## config.mk

```make
export PLATFORM = sky130hd
export DESIGN_NAME = bcd_seg_mux_flat
export DESIGN_NICKNAME = d
export VERILOG_FILES = /design/src/rtl/bcd_disp_pkg.sv /design/src/rtl/bcd_seg_mux_if.sv /design/src/rtl/bcd_to_seg7.sv /design/src/rtl/bcd_seg_mux.sv /design/src/flat_wrapper.sv
export SDC_FILE = /design/constraint.sdc
export NUM_CORES = 1
export LEC_CHECK = 0
export CAP_MARGIN = 10
export CORE_MARGIN = 1.5
export CORE_UTILIZATION = 45
export DETAILED_ROUTE_END_ITERATION = 6
export GPL_TIMING_DRIVEN = 0
export PLACE_DENSITY_LB_ADDON = 0.2
export SYNTH_ARGS = -nofsm -noshare
export SYNTH_HDL_FRONTEND = slang
export SYNTH_HIERARCHICAL = 1
export SYNTH_SLANG_ARGS = --single-unit
```

## constraint.sdc

```tcl
create_clock -name clk -period 2.36 [get_ports clk]
set_input_delay 0.472 -clock clk [delete_from_list [all_inputs] [get_ports clk]]
set_output_delay 0.472 -clock clk [all_outputs]
set_load 0.005 [all_outputs]
```

## src/rtl/bcd_disp_pkg.sv

```systemverilog
// Shared types and segment constants for the multiplexed BCD display.
// Patterns are active-high {g,f,e,d,c,b,a}; bit 0 is segment a.
package bcd_disp_pkg;

  typedef enum logic [1:0] {
    BLANK_B,
    SHOW_UNITS,
    BLANK_A,
    SHOW_TENS
  } state_t;

  localparam logic [6:0] SEG_0    = 7'h3F;
  localparam logic [6:0] SEG_1    = 7'h06;
  localparam logic [6:0] SEG_2    = 7'h5B;
  localparam logic [6:0] SEG_3    = 7'h4F;
  localparam logic [6:0] SEG_4    = 7'h66;
  localparam logic [6:0] SEG_5    = 7'h6D;
  localparam logic [6:0] SEG_6    = 7'h7D;
  localparam logic [6:0] SEG_7    = 7'h07;
  localparam logic [6:0] SEG_8    = 7'h7F;
  localparam logic [6:0] SEG_9    = 7'h6F;
  localparam logic [6:0] SEG_DASH = 7'h40;
  localparam logic [6:0] SEG_OFF  = 7'h00;

endpackage

```

## src/rtl/bcd_seg_mux_if.sv

```systemverilog
// Digit inputs and display outputs of the segment multiplexer.
// master drives the digits; slave is the display driver.
interface bcd_seg_mux_if;

  logic [3:0] tens;
  logic [3:0] units;
  logic [6:0] seg;
  logic [1:0] an;
  logic       frame_tick;

  modport master (
    output tens,
    output units,
    input  seg,
    input  an,
    input  frame_tick
  );

  modport slave (
    input  tens,
    input  units,
    output seg,
    output an,
    output frame_tick
  );

endinterface

```

## src/rtl/bcd_to_seg7.sv

```systemverilog
// Combinational BCD to seven-segment decoder.
// Codes 10..15 show a dash; ACTIVE_LOW inverts the pattern.
module bcd_to_seg7
  import bcd_disp_pkg::*;
#(
  parameter bit ACTIVE_LOW = 1'b1
) (
  input  logic [3:0] digit,
  output logic [6:0] seg
);

  logic [6:0] pat;

  always_comb begin
    pat = SEG_DASH;
    unique case (digit)
      4'd0:    pat = SEG_0;
      4'd1:    pat = SEG_1;
      4'd2:    pat = SEG_2;
      4'd3:    pat = SEG_3;
      4'd4:    pat = SEG_4;
      4'd5:    pat = SEG_5;
      4'd6:    pat = SEG_6;
      4'd7:    pat = SEG_7;
      4'd8:    pat = SEG_8;
      4'd9:    pat = SEG_9;
      default: pat = SEG_DASH;
    endcase
  end

  assign seg = ACTIVE_LOW ? ~pat : pat;

endmodule

```

## src/rtl/bcd_seg_mux.sv

```systemverilog
// Two-digit multiplexed seven-segment driver with blanking slots
// and a per-frame digit snapshot so a counter update never tears.
module bcd_seg_mux
  import bcd_disp_pkg::*;
#(
  parameter int REFRESH_DIV    = 50000,
  parameter int BLANK_CYCLES   = 16,
  parameter bit SEG_ACTIVE_LOW = 1'b1,
  parameter bit AN_ACTIVE_LOW  = 1'b1,
  parameter bit LZ_BLANK       = 1'b0
) (
  input  logic clk,
  input  logic rst,
  bcd_seg_mux_if.slave bus
);

  localparam int MAXN =
    (REFRESH_DIV > BLANK_CYCLES) ? REFRESH_DIV : BLANK_CYCLES;
  localparam int CW = $clog2(MAXN);

  localparam logic [CW-1:0] SHOW_LAST  = CW'(REFRESH_DIV - 1);
  localparam logic [CW-1:0] BLANK_LAST = CW'(BLANK_CYCLES - 1);

  localparam logic [6:0] SEG_IDLE =
    SEG_ACTIVE_LOW ? ~SEG_OFF : SEG_OFF;
  localparam logic [1:0] AN_IDLE  =
    AN_ACTIVE_LOW ? 2'b11 : 2'b00;
  localparam logic [1:0] AN_UNITS =
    AN_ACTIVE_LOW ? 2'b10 : 2'b01;
  localparam logic [1:0] AN_TENS  =
    AN_ACTIVE_LOW ? 2'b01 : 2'b10;

  state_t        state;
  state_t        state_nx;
  logic [CW-1:0] cnt;
  logic [CW-1:0] cnt_nx;
  logic [3:0]    snap_t;
  logic [3:0]    snap_u;
  logic          show;
  logic          slot_end;
  logic          take;

  logic [3:0]    digit;
  logic [6:0]    pat;
  logic          lz_off;
  logic [6:0]    seg_d;
  logic [1:0]    an_d;
  logic          tick_d;
  logic [6:0]    seg_q;
  logic [1:0]    an_q;
  logic          tick_q;

  assign show     = (state == SHOW_UNITS) || (state == SHOW_TENS);
  assign slot_end = (cnt == (show ? SHOW_LAST : BLANK_LAST));
  assign take     = slot_end && (state == BLANK_B);

  always_comb begin
    state_nx = state;
    cnt_nx   = cnt + 1'b1;
    if (slot_end) begin
      cnt_nx = '0;
      unique case (state)
        BLANK_B:    state_nx = SHOW_UNITS;
        SHOW_UNITS: state_nx = BLANK_A;
        BLANK_A:    state_nx = SHOW_TENS;
        SHOW_TENS:  state_nx = BLANK_B;
        default:    state_nx = BLANK_B;
      endcase
    end
  end

  always_ff @(posedge clk or posedge rst) begin
    if (rst) begin
      state <= BLANK_B;
      cnt   <= '0;
    end else begin
      state <= state_nx;
      cnt   <= cnt_nx;
    end
  end

  // Digits are frozen for the whole frame at the start of SHOW_UNITS.
  always_ff @(posedge clk or posedge rst) begin
    if (rst) begin
      snap_t <= '0;
      snap_u <= '0;
    end else if (take) begin
      snap_t <= bus.tens;
      snap_u <= bus.units;
    end
  end

  assign digit  = (state == SHOW_TENS) ? snap_t : snap_u;
  assign lz_off = LZ_BLANK && (snap_t == 4'd0);

  bcd_to_seg7 #(
    .ACTIVE_LOW (SEG_ACTIVE_LOW)
  ) u_dec (
    .digit (digit),
    .seg   (pat)
  );

  always_comb begin
    seg_d  = SEG_IDLE;
    an_d   = AN_IDLE;
    tick_d = (state == SHOW_UNITS) && (cnt == '0);
    unique case (1'b1)
      (state == SHOW_UNITS): begin
        seg_d = pat;
        an_d  = AN_UNITS;
      end
      (state == SHOW_TENS) && !lz_off: begin
        seg_d = pat;
        an_d  = AN_TENS;
      end
      default: ;
    endcase
  end

  always_ff @(posedge clk or posedge rst) begin
    if (rst) begin
      seg_q  <= SEG_IDLE;
      an_q   <= AN_IDLE;
      tick_q <= 1'b0;
    end else begin
      seg_q  <= seg_d;
      an_q   <= an_d;
      tick_q <= tick_d;
    end
  end

  assign bus.seg        = seg_q;
  assign bus.an         = an_q;
  assign bus.frame_tick = tick_q;

endmodule

```

## src/flat_wrapper.sv

```systemverilog
// flat-port wrapper written by rule: the top's interface ports become plain ports
module bcd_seg_mux_flat import bcd_disp_pkg::*;
#(
  parameter int REFRESH_DIV    = 50000,
  parameter int BLANK_CYCLES   = 16,
  parameter bit SEG_ACTIVE_LOW = 1'b1,
  parameter bit AN_ACTIVE_LOW  = 1'b1,
  parameter bit LZ_BLANK       = 1'b0
)
  (clk, rst, bus_tens, bus_units, bus_seg, bus_an, bus_frame_tick);
  bcd_seg_mux_if bus_i ();
  input  logic clk;
  input  logic rst;
  input wire logic [$bits(bus_i.tens)-1:0] bus_tens;
  input wire logic [$bits(bus_i.units)-1:0] bus_units;
  output wire logic [$bits(bus_i.seg)-1:0] bus_seg;
  output wire logic [$bits(bus_i.an)-1:0] bus_an;
  output wire logic [$bits(bus_i.frame_tick)-1:0] bus_frame_tick;
  assign bus_i.tens = bus_tens;
  assign bus_i.units = bus_units;
  assign bus_seg = bus_i.seg;
  assign bus_an = bus_i.an;
  assign bus_frame_tick = bus_i.frame_tick;
  bcd_seg_mux #(.REFRESH_DIV(REFRESH_DIV), .BLANK_CYCLES(BLANK_CYCLES), .SEG_ACTIVE_LOW(SEG_ACTIVE_LOW), .AN_ACTIVE_LOW(AN_ACTIVE_LOW), .LZ_BLANK(LZ_BLANK)) u_core (.clk(clk), .rst(rst), .bus(bus_i));
endmodule
```

==> results.yml, run 1 <==
logic_synthesis:
  async_flop_share_pct: 100.0
  yosysSeqAreaShare_pct: 48.99
  synthAdderAreaFrac_pct: 8.737
  synth_area_leader_cell: "dfrtp_1"
  synth.area.mux_share_pct: 8.938
  syn_area_mm2: 0.001862
  synth_xor_area_share_pct: 6.116
  yosysWarnings: 6
  synth.top_cell.area_share_pct: 36.29
  synth-compound-area-share_pct: 5.645
  yosysMostFrequentCell: "dfrtp_1"
  syn_inst: 162
  syn_avg_cell_area_um2: 11.49
  synthTopCellsByCount: "27 x dfrtp_1, 15 x nor2_1, 13 x ha_1, 13 x inv_1, 13 x mux2_2"
  synth_enable_flop_cells: 0
  synth_area_leaders: "dfrtp_1 36%, dfstp_2 13%, ha_1 8.7%"
  yosys_most_used_dff: "dfrtp_1"
  synth_cell_types: 33
  synth-seq-cells: 36
  yosys.area_share.simple_pct: 17.74
  synth_nets: 185
  synth_top_family_by_area: "simple AND/OR/NAND/NOR gates"
global_routing:
  grt_pass1_vias: 1177
  grt_max_degree: 20
  antenna_found_initial: 0
  globalRoute.totalOverflow: 0
  grt.total_usage_pct: 16.49
  grt_first_pass_wirelength_um: 5485
timing:
  slew_headroom_pct: 44.66
  finalSetupViolCount: 0
  period_share_pct: 92.19
  tightest_slew_ps: 829.1
  maxSlewViolCount: 0
  max_freq_mhz: 459.6
  fin_skew_ps: 9.032
  finalHoldViolCount: 0
  setup_tns_ps: 0
  rsz0062_at_grt: "false"
  hold_ws_ps: 504.2
  period_minus_slack_ps: 2176
worst_setup_path:
  cp_cell_sequence: "ha_1 > mux2_2 > ha_1 > nor2b_1 > a22o_1 > or2_2"
  start_kind: "flop"
  slowest_delay_ps: 450
  worstPathArrival_ps: 2380
  slowest_stage: "mux2_2"
  cp_max_fo: 7
  crit_family: "adder cells"
  crit_top_cell: "ha_1"
  crit_buf_inv: 0
  worstSetupEndpointType: "flop"
  required_ps: 2570
  crit_type: "flop to flop"
job:
  drv_cap: 0
floorplanning:
  die_w_um: 67.32
  ios: 20
  die_h_um: 67.32
  core_area_mm2: 0.004000
  start_util_pct: 46.54
  rows: 23
  die_area_mm2: 0.004532
power:
  p_sw_mw: 0.2607
  power.density_mw_per_mm2: 587.6
  leakagePower_nw: 1.026
  p_int_mw: 1.074
  seqPwrFrac_pct: 48.4
  ir_drop_uv: 348.8
  swShare_pct: 19.54
  clockPowerShare_pct: 44.0
  power_frac_comb_pct: 7.6
finish:
  drive_above_1_share_pct: 24.21
  fill_cells: 345
  postLayoutCellArea_mm2: 0.002271
  antenna_cells: 0
  nNetsFinal: 212
  syn2layout_area_growth_pct: 21.98
route:
  postRouteAntennaNets: 0
  vias: 1174
  drcViolationCount: 0
  drtIter0Drc: 60
  vias_per_cell: 4.892
  wl_per_cell_um: 13.31
  first_pass_iters: 4
  routed_wl_um: 3194
cts:
  clk_pin_slew_ps: 70
  root_buffer: "clkbuf_8"
  cts_buffers: 5
  cts_setup_buffers: 0
  h-tree-depth: 2
  clk_path_buf_depth: 2
  cts_sinks: 36
  cts_tree: "built"
  worstSkewPairLatency_ps: 290
placed_design:
  dp_hpwl_um: 2381
  routabilityCongestion: 0.8781
  io_buffers: 19
  place_area_mm2: 0.002142
outcome:
  status: "finished, final reports clean"
hold_path:
  min_path_type: "flop to flop"
## registers in the layout, summed over array words and instances, names as in the netlist
signal,flops
u_core/cnt,16
u_core/bus.seg,7
u_core/snap_t,4
u_core/snap_u,4
u_core/bus.an,2
u_core/state,2
u_core/bus.frame_tick,1
## layer usage
| metal | routed length, um | GRT usage, % | vias to the layer above |
|---|---|---|---|
| met3 | 125 | 4.333 | 5 |
| met5 | 0 | 0 | - |
| met1 | 1514 | 21.65 | 548 |
| li1 | - | - | 601 |
| met2 | 1512 | 25.50 | 20 |
| met4 | 41 | 7.653 | 0 |
## worst register-to-register path, stage by stage, from the launching register on
cell and delay (ps):
dfrtp_1 420, ha_1 400, mux2_2 450, ha_1 190
nor2b_1 130, a22o_1 210, or2_2 280
## cells in the final DEF (no fill, tap or decap), drive strengths merged
cell type,n
dfrtp,27
clkdlybuf4s50,19
nor2,15
mux2,13
inv,13
ha,13
dfstp,9
or2,9
nand3,8
xor2,8
clkbuf,8
nand2,5
xnor2,5
nor2b,5
or4,4
a21oi,4
nor3,3
nor4,3
buf,3
mux2i,2
nand4,2
a22oi,2
o31ai,2
bufinv,1
and3,1
o2111ai,1
o211a,1
or3,1
nor4b,1
o21ai,1
a22o,1
## logic make-up after synthesis
family / Yosys count
and+or+nand+nor: 57
muxes: 15
DFF: 36
AOI/OAI and AO/OA: 12
adders and majority gates: 13
xor gates and xnor gates: 13
buffers and inverters: 16
## repair_timing
item | in CTS | in global routing
setup endpoints to repair | 0 | 9
resized for setup | 0 | 1
hold buffers | 0 | 0
## worst paths after layout
path | from | endpoint | slack [ps] | cells after the start
setup / recovery | u_core/state[1]$_DFFE_PP0N_ | u_core/bus.seg[2]$_DFF_PP1_ | 180 | 6
hold / removal | u_core/snap_t[1]$_DFFE_PP0P_ | u_core/snap_t[1]$_DFFE_PP0P_ | 500 | 1
setup reg to reg | u_core/state[1]$_DFFE_PP0N_ | u_core/bus.seg[2]$_DFF_PP1_ | 180 | 6
hold reg to reg | u_core/snap_t[1]$_DFFE_PP0P_ | u_core/snap_t[1]$_DFFE_PP0P_ | 500 | 1
max in group asynchronous | rst | u_core/bus.seg[6]$_DFF_PP1_ | 1050 | 3
min in group asynchronous | rst | u_core/cnt[10]$_DFF_PP0_ | 660 | 2
## power by group through the flow
stage / Combinational (mW) / Sequential, mW / Clock (mW)
3_3_place_gp: 0.0945 / 0.657 / 0
2_1_floorplan: 0.0511 / 0.658 / 0
6_report: 0.101 / 0.646 / 0.588
3_5_place_dp: 0.103 / 0.657 / 0
5_1_grt: 0.112 / 0.648 / 0.625
4_1_cts: 0.103 / 0.646 / 0.604
## layout make-up
| type | count | area, um^2 | area share [%] |
|---|---|---|---|
| sequential | 36 | 912.1 | 40.17 |
| timing repair buffer | 20 | 217.7 | 9.587 |
| inverter | 13 | 48.80 | 2.149 |
| multi-input combinational | 110 | 880.8 | 38.79 |
| buffer | 3 | 22.52 | 0.9917 |
| clock buffer | 7 | 96.34 | 4.242 |
| tap | 50 | 62.56 | 2.755 |
| clock inverter | 1 | 30.03 | 1.322 |
## per-stage QoR
stage / utilization, % / worst slack (ps) / std cells / power [mW]
2_1_floorplan: - / 385.7 / 162 / 0.7092
3_3_place_gp: 52.86 / 159.3 / 231 / 0.7513
3_5_place_dp: 53.55 / 134.8 / 232 / 0.7602
4_1_cts: 56.71 / 79.47 / 240 / 1.353
5_1_grt: 56.77 / 57.47 / 240 / 1.385
6_report: 56.77 / 184.3 / 240 / 1.334
(Power assumes the default switching activity.)
==> run 2: changes to the inputs <==
--- a/config.mk
+++ b/config.mk
@@ -7,7 +7,7 @@
 export LEC_CHECK = 0
 export CAP_MARGIN = 10
 export CORE_MARGIN = 1.5
-export CORE_UTILIZATION = 45
+export CORE_UTILIZATION = 55
 export DETAILED_ROUTE_END_ITERATION = 6
 export GPL_TIMING_DRIVEN = 0
 export PLACE_DENSITY_LB_ADDON = 0.2
==> run 2 against run 1 <==
Against the previous run: clock power shrank 43%; routed wire length decreased by 0.13%; sequential power is essentially flat; highest routed layer unchanged; global-route usage up 3.8 points; combinational power hardly changed; non-clock buffer count is the same; sequential share of layout area grew 1.4 points; first-iteration DRC count is 10% lower; power decreased by 19%.
==> results.yml, run 2 (synthesis gave the netlist of run 1 again) <==
finish:
  nNetsFinal: 212
  antenna_cells: 0
  layout_commonest_cell: "dfrtp_1"
  final_cell_mix: "27 x dfrtp_1, 19 x clkdlybuf4s50_1, 14 x nor2_1"
  instances_no_fill: 234
  syn2layout_area_growth_pct: 17.94
  top_register: "u_core/cnt"
  largest_reg_flops: 16
  drive_above_1_share_pct: 23.16
floorplanning:
  die_h_um: 61.18
  core_area_mm2: 0.003128
  die_area_mm2: 0.003743
  start_util_pct: 59.52
  rows: 20
  die_w_um: 61.18
  ios: 20
cts:
  root_buffer: "clkbuf_4"
  cts_sinks: 36
  clk_pin_slew_ps: 100
  cts_setup_buffers: 0
  h-tree-depth: 2
  worstSkewPairLatency_ps: 330
  cts_buffers: 5
  clk_path_buf_depth: 2
  cts_tree: "built"
route:
  first_pass_iters: 5
  drtIter0Drc: 54
  drcViolationCount: 0
  vias: 1262
  routed_wl_um: 3190
  vias_per_cell: 5.393
  wl_per_cell_um: 13.63
  postRouteAntennaNets: 0
timing:
  finalSetupViolCount: 0
  finalHoldViolCount: 0
  fin_skew_ps: 9.902
  rsz0062_at_grt: "false"
  setup_ws_ps: 176.1
  tightest_slew_ps: 714.2
  maxSlewViolCount: 0
  slew_headroom_pct: 52.33
  period_share_pct: 92.54
  max_freq_mhz: 457.9
  period_minus_slack_ps: 2184
  setup_tns_ps: 0
  hold_ws_ps: 508.7
worst_setup_path:
  cp_max_fo: 7
  required_ps: 2620
  r2r_slack_ps: 180
  worstPathArrival_ps: 2450
  reg2reg_from: "u_core/state[1]$_DFFE_PP0N_"
  start_kind: "flop"
  r2r-end: "u_core/bus.seg[5]$_DFF_PP1_"
  cp-endpoint: "u_core/bus.seg[5]$_DFF_PP1_"
  r2r_cells: 7
  crit_type: "flop to flop"
  worstSetupEndpointType: "flop"
  crit_path_start: "u_core/state[1]$_DFFE_PP0N_"
placed_design:
  dp.cells: 226
  routabilityCongestion: 0.8497
  io_buffers: 19
  post-place-ws_ps: 192.3
  dp_hpwl_um: 2389
global_routing:
  grt_first_pass_wirelength_um: 5354
  grt_pass1_vias: 1207
  antenna_found_initial: 0
  grt.total_usage_pct: 20.25
  grt_max_degree: 20
  globalRoute.totalOverflow: 0
outcome:
  status: "finished, final reports clean"
power:
  p_int_mw: 0.8477
  clockPowerShare_pct: 31.0
  finalPower_mw: 1.082
  seqPwrFrac_pct: 59.6
  p_sw_mw: 0.2344
  power.density_mw_per_mm2: 492.8
  leakagePower_nw: 0.9944
  ir_drop_uv: 361.7
  swShare_pct: 21.66
  power_frac_comb_pct: 9.4
hold_path:
  min_path_type: "flop to flop"
job:
  drv_cap: 0
[run 2: how the worst min path moves through the flow]
stage	start	end	slack (ps)	depth (start not counted)
6_report	u_core/snap_u[0]$_DFFE_PP0P_	u_core/snap_u[0]$_DFFE_PP0P_	510	1
5_1_grt	u_core/cnt[11]$_DFF_PP0_	u_core/cnt[11]$_DFF_PP0_	520	1
4_1_cts	u_core/cnt[11]$_DFF_PP0_	u_core/cnt[11]$_DFF_PP0_	500	1
3_5_place_dp	u_core/cnt[11]$_DFF_PP0_	u_core/cnt[11]$_DFF_PP0_	490	1
3_3_place_gp	u_core/snap_t[0]$_DFFE_PP0P_	u_core/snap_t[0]$_DFFE_PP0P_	480	1
2_1_floorplan	u_core/cnt[11]$_DFF_PP0_	u_core/cnt[11]$_DFF_PP0_	460	1
[run 2: power groups by stage]
| stage | sequential [mW] | combinational (mW) | clock [mW] |
|---|---|---|---|
| after floorplan | 0.658 | 0.0511 | 0 |
| after global placement | 0.656 | 0.0935 | 0 |
| after detailed placement | 0.657 | 0.102 | 0 |
| after CTS | 0.646 | 0.103 | 0.347 |
| after global routing | 0.648 | 0.114 | 0.369 |
| final | 0.645 | 0.102 | 0.335 |
[run 2: layer usage]
layer,wire length [um],track usage (%),vias up
met5,0,0,-
met4,97,11.80,0
met1,1334,22.96,600
met2,1551,33.28,42
li1,-,-,609
met3,206,6.723,11
[run 2: repair_timing]
action	CTS	global route
hold buffers	0	0
gates resized for setup	0	1
setup endpoints to repair	0	9
[run 2: final cells by class]
cell class	count	area (um^2)
Sequential cell	36	912.1
Fill cell	244	932.1
Buffer	3	22.52
Clock buffer	8	58.81
Multi-Input combinational cell	110	880.8
Tap cell	44	55.05
Inverter	13	48.80
Timing Repair Buffer	20	217.7
[run 2: critical path, cell delays in order (launching register included)]
cell and delay, ps:
dfrtp_1 430, ha_1 390, mux2_2 450, inv_1 120
ha_1 170, nor2b_1 190, o31ai_2 70, or2_2 290
[run 2: per-stage QoR]
stage          area [um^2]  util (%)
2_1_floorplan         1862         -
3_3_place_gp          2107     67.36
3_5_place_dp          2135     68.24
4_1_cts               2193     70.12
5_1_grt               2196     70.20
6_report              2196     70.20
